==> src/rtl/seg7_pkg.sv <==
// Shared definitions for the seven-segment capture checker: segment patterns
// (active-low, bit 0 = a ... bit 6 = g) and FSM state encoding.
package seg7_pkg;

    localparam logic [6:0] SEG_BLANK = 7'b1111111;

    localparam logic [6:0] SEG_0 = 7'b1000000;
    localparam logic [6:0] SEG_1 = 7'b1111001;
    localparam logic [6:0] SEG_2 = 7'b0100100;
    localparam logic [6:0] SEG_3 = 7'b0110000;
    localparam logic [6:0] SEG_4 = 7'b0011001;
    localparam logic [6:0] SEG_5 = 7'b0010010;
    localparam logic [6:0] SEG_6 = 7'b0000010;
    localparam logic [6:0] SEG_7 = 7'b1111000;
    localparam logic [6:0] SEG_8 = 7'b0000000;
    localparam logic [6:0] SEG_9 = 7'b0011000;
    localparam logic [6:0] SEG_A = 7'b0001000;
    localparam logic [6:0] SEG_B = 7'b0000011;
    localparam logic [6:0] SEG_C = 7'b1000110;
    localparam logic [6:0] SEG_D = 7'b0100001;
    localparam logic [6:0] SEG_E = 7'b0000110;
    localparam logic [6:0] SEG_F = 7'b0001110;

    typedef enum logic {
        SETTLE,
        HOLD
    } state_t;

endpackage

==> src/rtl/seg7_decode.sv <==
// Combinational inverse of the display encoder: one 7-bit segment pattern
// to {legal, is_blank, nibble}. Blank is reported separately, not as legal.
module seg7_decode
    import seg7_pkg::*;
(
    input  logic [6:0] seg,
    output logic       legal,
    output logic       is_blank,
    output logic [3:0] nibble
);

    always_comb begin
        legal    = 1'b1;
        is_blank = 1'b0;
        nibble   = 4'h0;
        case (seg)
            SEG_0:     nibble = 4'h0;
            SEG_1:     nibble = 4'h1;
            SEG_2:     nibble = 4'h2;
            SEG_3:     nibble = 4'h3;
            SEG_4:     nibble = 4'h4;
            SEG_5:     nibble = 4'h5;
            SEG_6:     nibble = 4'h6;
            SEG_7:     nibble = 4'h7;
            SEG_8:     nibble = 4'h8;
            SEG_9:     nibble = 4'h9;
            SEG_A:     nibble = 4'hA;
            SEG_B:     nibble = 4'hB;
            SEG_C:     nibble = 4'hC;
            SEG_D:     nibble = 4'hD;
            SEG_E:     nibble = 4'hE;
            SEG_F:     nibble = 4'hF;
            SEG_BLANK: begin
                legal    = 1'b0;
                is_blank = 1'b1;
            end
            default:   legal = 1'b0;
        endcase
    end

endmodule

==> config.mk <==
export PLATFORM = sky130hd
export DESIGN_NAME = seg7_decode
export DESIGN_NICKNAME = d
export VERILOG_FILES = /design/src/rtl/seg7_pkg.sv /design/src/rtl/seg7_decode.sv
export SDC_FILE = /design/constraint.sdc
export NUM_CORES = 1
export LEC_CHECK = 0
export CAP_MARGIN = 30
export CORE_AREA = 2 2 39 41
export DETAILED_ROUTE_END_ITERATION = 7
export DIE_AREA = 0 0 41 43
export PLACE_DENSITY = 0.61
export REMOVE_ABC_BUFFERS = 1
export SLEW_MARGIN = 20
export SYNTH_ARGS = -nofsm -noshare
export SYNTH_HDL_FRONTEND = slang
export SYNTH_SLANG_ARGS = --single-unit
==> constraint.sdc <==
create_clock -name vclk -period 2.24
set_input_delay 0.224 -clock vclk [all_inputs]
set_output_delay 0.224 -clock vclk [all_outputs]
set_load 0.01 [all_outputs]
==> results_dict.tcl, run 1 <==
set metrics [dict create \
    seq_power_share_pct 0 \
    antenna_found_initial 0 \
    p_comb_share_pct 100.0 \
    drv_cap 0 \
    cp.arrival_ps 1890 \
    fmax_mhz 472.8 \
    drtIter0Drc 8 \
    start_util_pct 29.57 \
    portBuffers 13 \
    antenna_left 0 \
    synth_top_family_by_area "simple AND/OR/NAND/NOR gates" \
    tightest_slew_ps 294.4 \
    critPathCaptureType "primary output" \
    route.detailed.vias_per_inst 5.343 \
    synth_top_cell_by_area "buf_6" \
    final_layout_size_suffix_gt1_share_pct 39.53 \
    fill_cells 139 \
    netlist_top_cells_area "buf_6, nand4b_1, o21ai_0" \
    n_clock_buffer 0 \
    synth_xor_area_share_pct 2.141 \
    dp_hpwl_um 965.9 \
    synth-compound-area-share_pct 28.13 \
    num-nets-final 95 \
    ios 13 \
    syn_area_sq_um 409.1 \
    hold_path.class "in -> out" \
    cp_slowest_cell "clkdlybuf4s50_1" \
    grt_max_degree 11 \
    grt_usage_pct 15.58 \
    fp.dieArea_sq_um 1763 \
    synth_cell_type_count 33 \
    regArea_sq_um 0 \
    status "finished clean" \
    routabilityCongestion 0.8090 \
    seq_cells 0 \
    finalSetupViolCount 0 \
    synth-simple-area-share_pct 51.99 \
    setup_ws_ps 125.1 \
    p_int_mw 0.05065 \
    crit_fanout 5 \
    grt_pass1_vias 507 \
    critPathLaunchType "input port" \
    yosysWarnings 0 \
    p_per_area_nw_per_um2 148.7 \
    required_ps 2020 \
    dieWidth_um 41 \
    grt_pass1_wl_um 2056 \
    post_cts_buffers 0 \
    post_drt_wl_per_cell_um 11.31 \
    via_count 545 \
    grt_setup_unrepaired "no" \
    core_area_sq_um 1384 \
    grt.overflow.total 0 \
    pre_cts_slack_ps -202.9 \
    ir_worst_vdd_mv 0.07799 \
    cp_common_cell "clkdlybuf4s50_1" \
    period_share_pct 94.41 \
    synthTopCellsByCount "nand2_1, nor2_1, o21ai_0" \
    max_slew_margin_pct 80.37 \
    syn_area_per_cell_sq_um 6.707 \
    area_growth_pct 58.41 \
    cts_hold_buffers 0 \
    yosysSeqAreaShare_pct 0 \
    synthAdderAreaFrac_pct 0 \
    crit_chain "clkdlybuf4s50_1, nor2_2, buf_4, nand3b_1, o21ai_1, a21o_2, clkdlybuf4s50_1" \
    netlist.area_leader.share_pct 11.01 \
    final.min_clock_period_ps 2115 \
    num_rows 14 \
    first_pass_iters 4 \
    p_sw_share_pct 47.44 \
    p_total_mw 0.09637 \
    drt-total-wl_um 1154 \
    synthMuxAreaShare_pct 0 \
    antenna-diode-count 0 \
    max_stage_delay_ps 520 \
    clkPwrFrac_pct 0 \
    static-leakage-power_nw 0.3034 \
    path_class "in -> out" \
    hold_viol_final 0 \
    p_switching_mw 0.04572 \
    syn_inst 61 \
    die_height_um 43 \
    report.final.slew_viol_count 0 \
    cts_resized 12 \
    drcViolationCount 0 \
]
metal layers:
| metal | track usage, % | share of wire (%) |
|---|---|---|
| met5 | 0 | 0 |
| met1 | 21.52 | 49 |
| met2 | 27.50 | 48 |
| met4 | 0 | 0 |
| met3 | 0 | 3.2 |
critical path, delay by kind of cell:
family	cells	cell delay (ps)
AOI/OAI and AO/OA	2	280
buffers and inverters	3	1140
and+or+nand+nor	2	250
final timing paths:
| path | depth (start not counted) | to | start | slack, ps |
|---|---|---|---|---|
| min | 5 | nibble[0] | seg[5] | 1060 |
| max | 7 | nibble[1] | seg[6] | 130 |
cell type report:
class / count / area, sq um / area share [%]
multi-input combinational: 53 / 359.1 / 55.41
tap: 16 / 20.02 / 3.089
timing repair buffer: 33 / 269.0 / 41.51
metrics by stage:
step	util, %	setup TNS, ps	area (sq um)	instances	hold slack, ps
after global routing	46.84	0	648.1	102	1145
after global placement	46.02	-851.4	636.9	102	1643
after detailed placement	46.02	-876.3	636.9	102	1645
after floorplan	-	0	336.6	53	545.6
after CTS	46.47	-9.221	643.1	102	1400
final	46.84	0	648.1	102	1062
power groups by stage:
stage | clock network, mW | logic (mW) | registers [mW]
floorplan | 0 | 0.0286 | 0
global placement | 0 | 0.0976 | 0
detailed placement | 0 | 0.0977 | 0
CTS | 0 | 0.0957 | 0
global route | 0 | 0.106 | 0
finish | 0 | 0.0964 | 0
placed cells by master, fill, tap and decap left out, types with 2 or more instances in the layout:
master / netlist / final
nand4b_1: 3 / 3
nand4_1: 2 / 2
nor2_2: 1 / 2
or3_1: 2 / 2
nor2_1: 6 / 5
a31oi_1: 2 / 2
o21ai_0: 5 / 4
nand2_1: 6 / 6
dlygate4sd2_1: 0 / 5
clkdlybuf4s50_1: 0 / 4
buf_4: 3 / 20
nand3_1: 2 / 2
clkbuf_2: 0 / 2
a21oi_1: 3 / 3
dlymetal6s2s_1: 0 / 2
nor3_1: 2 / 2
cells by family (layout without fill, tap and decap cells):
group                     count (synthesis)  count (layout)
AOI/OAI and AO/OA                        17              17
xor gates and xnor gates                  1               1
buffers and inverters                     8              33
and+or+nand+nor                          35              35
Power figures use the tool's default switching activity.
==> run 2, diff against run 1 <==
- clock period: 2.24 -> 2.3 ns (I/O delays scaled with it)
==> results_dict.tcl, run 2 (same netlist as run 1, synthesis figures left out) <==
set metrics [dict create \
    hold_start "seg[0]" \
    max_slew_margin_pct 81.00 \
    core_area_sq_um 1384 \
    via_count 556 \
    setup_ws_ps 118.8 \
    pre_cts_slack_ps -160.5 \
    p_per_area_nw_per_um2 146.3 \
    p_sw_share_pct 47.59 \
    p_switching_mw 0.04459 \
    final.min_clock_period_ps 2181 \
    status "finished clean" \
    dieWidth_um 41 \
    path_class "in -> out" \
    cp.arrival_ps 1950 \
    hold_viol_final 0 \
    die_height_um 43 \
    required_ps 2070 \
    n_clock_buffer 0 \
    num_rows 14 \
    seq_cells 0 \
    ios 13 \
    routedLengthMet1_um 560 \
    p_comb_share_pct 100.0 \
    hold_path.class "in -> out" \
    start_util_pct 29.57 \
    placedCellCount 102 \
    drt-total-wl_um 1223 \
    area_growth_pct 56.57 \
    fp.dieArea_sq_um 1763 \
    fmax_mhz 458.5 \
    drv_cap 0 \
    drtIter0Drc 9 \
    post_cts_buffers 0 \
    drcViolationCount 0 \
    final_common_cell "buf_4" \
    static-leakage-power_nw 0.2985 \
    grt_usage_pct 16.08 \
    regArea_sq_um 0 \
    first_pass_iters 5 \
    mostFrequentLayoutCells "buf_4, nor2_1, nand2_1" \
    period_share_pct 94.83 \
    grt_max_degree 11 \
    p_int_mw 0.04911 \
    clkPwrFrac_pct 0 \
    final_layout_size_suffix_gt1_share_pct 37.21 \
    whs_endpoint "nibble[2]" \
    antenna-diode-count 0 \
    finalSetupViolCount 0 \
    antenna_left 0 \
    ir_worst_vdd_mv 0.07910 \
    tightest_slew_ps 285.0 \
    seq_power_share_pct 0 \
    dp_hpwl_um 982.9 \
    post_drt_wl_per_cell_um 11.99 \
    grt_pass1_vias 508 \
    wl_met2_um 620 \
    grt_setup_unrepaired "no" \
    critPathLaunchType "input port" \
    grt_pass1_wl_um 2125 \
    wl_met3_um 41 \
    critPathCaptureType "primary output" \
    crit_fanout 5 \
    report.final.slew_viol_count 0 \
    final_cells 102 \
    p_total_mw 0.09371 \
    portBuffers 13 \
    min_path_cells 5 \
    routabilityCongestion 0.8087 \
    grt.overflow.total 0 \
    route.detailed.vias_per_inst 5.451 \
    num-nets-final 95 \
    antenna_found_initial 0 \
    highest_layer "met3" \
]
-- run 2: cell types whose count changed in the layout (fill, tap and decap cells not counted) --
| cell | previous run | this run |
|---|---|---|
| clkdlybuf4s50_1 | 4 | 5 |
| dlygate4sd2_1 | 5 | 4 |
| nor2_1 | 5 | 6 |
| nor2_2 | 2 | 1 |
| nor4bb_1 | 0 | 1 |
| nor4bb_2 | 1 | 0 |
| o21ai_0 | 4 | 5 |
| o21ai_1 | 1 | 0 |
-- run 2: cell type report --
type                       count  area (sq um)
timing repair buffer          33         270.3
tap                           16         20.02
fill                         150         743.2
multi-input combinational     53         350.3
-- run 2: per-layer routing --
metal  up-vias  track usage (%)
met5         -                0
met2        14            28.44
met1       261            22.15
met3         0                0
li1        281                -
met4         0                0
-- run 2: worst max-delay path: stages --
cell and delay [ps]:
clkdlybuf4s50_1 490, nor2_1 170, buf_4 140, nand3b_1 80
o21ai_0 170, a21o_2 150, clkdlybuf4s50_1 520
-- run 2: worst max path at each step --
| stage | from | slack, ps | cells after the start | endpoint |
|---|---|---|---|---|
| after detailed placement | seg[0] | -160 | 7 | nibble[0] |
| after floorplan | seg[3] | 1030 | 5 | legal |
| after global placement | seg[0] | -150 | 7 | nibble[0] |
| after CTS | seg[5] | 4 | 6 | nibble[0] |
| after global routing | seg[6] | 9 | 7 | nibble[1] |
| final | seg[6] | 120 | 7 | nibble[1] |
-- run 2: per-stage QoR --
step           utilization, %  hold slack [ps]  instance area (sq um)  TNS [ps]
2_1_floorplan               -            557.6                  336.6         0
3_3_place_gp            46.02             1655                  636.9    -611.6
3_5_place_dp            46.02             1660                  636.9    -698.2
4_1_cts                 46.11             1415                  638.1         0
5_1_grt                 46.29             1191                  640.6         0
6_report                46.29             1108                  640.6         0
-- run 2: power by group through the flow --
| stage | sequential, mW | clock [mW] | combinational (mW) |
|---|---|---|---|
| 2_1_floorplan | 0 | 0 | 0.0278 |
| 3_3_place_gp | 0 | 0 | 0.0950 |
| 3_5_place_dp | 0 | 0 | 0.0956 |
| 4_1_cts | 0 | 0 | 0.0929 |
| 5_1_grt | 0 | 0 | 0.103 |
| 6_report | 0 | 0 | 0.0937 |
-- run 2: timing repair --
item / in CTS / in global routing
resized for setup: 8 / 7
endpoints found under the setup margin: 5 / 3
hold buffers: 0 / 0
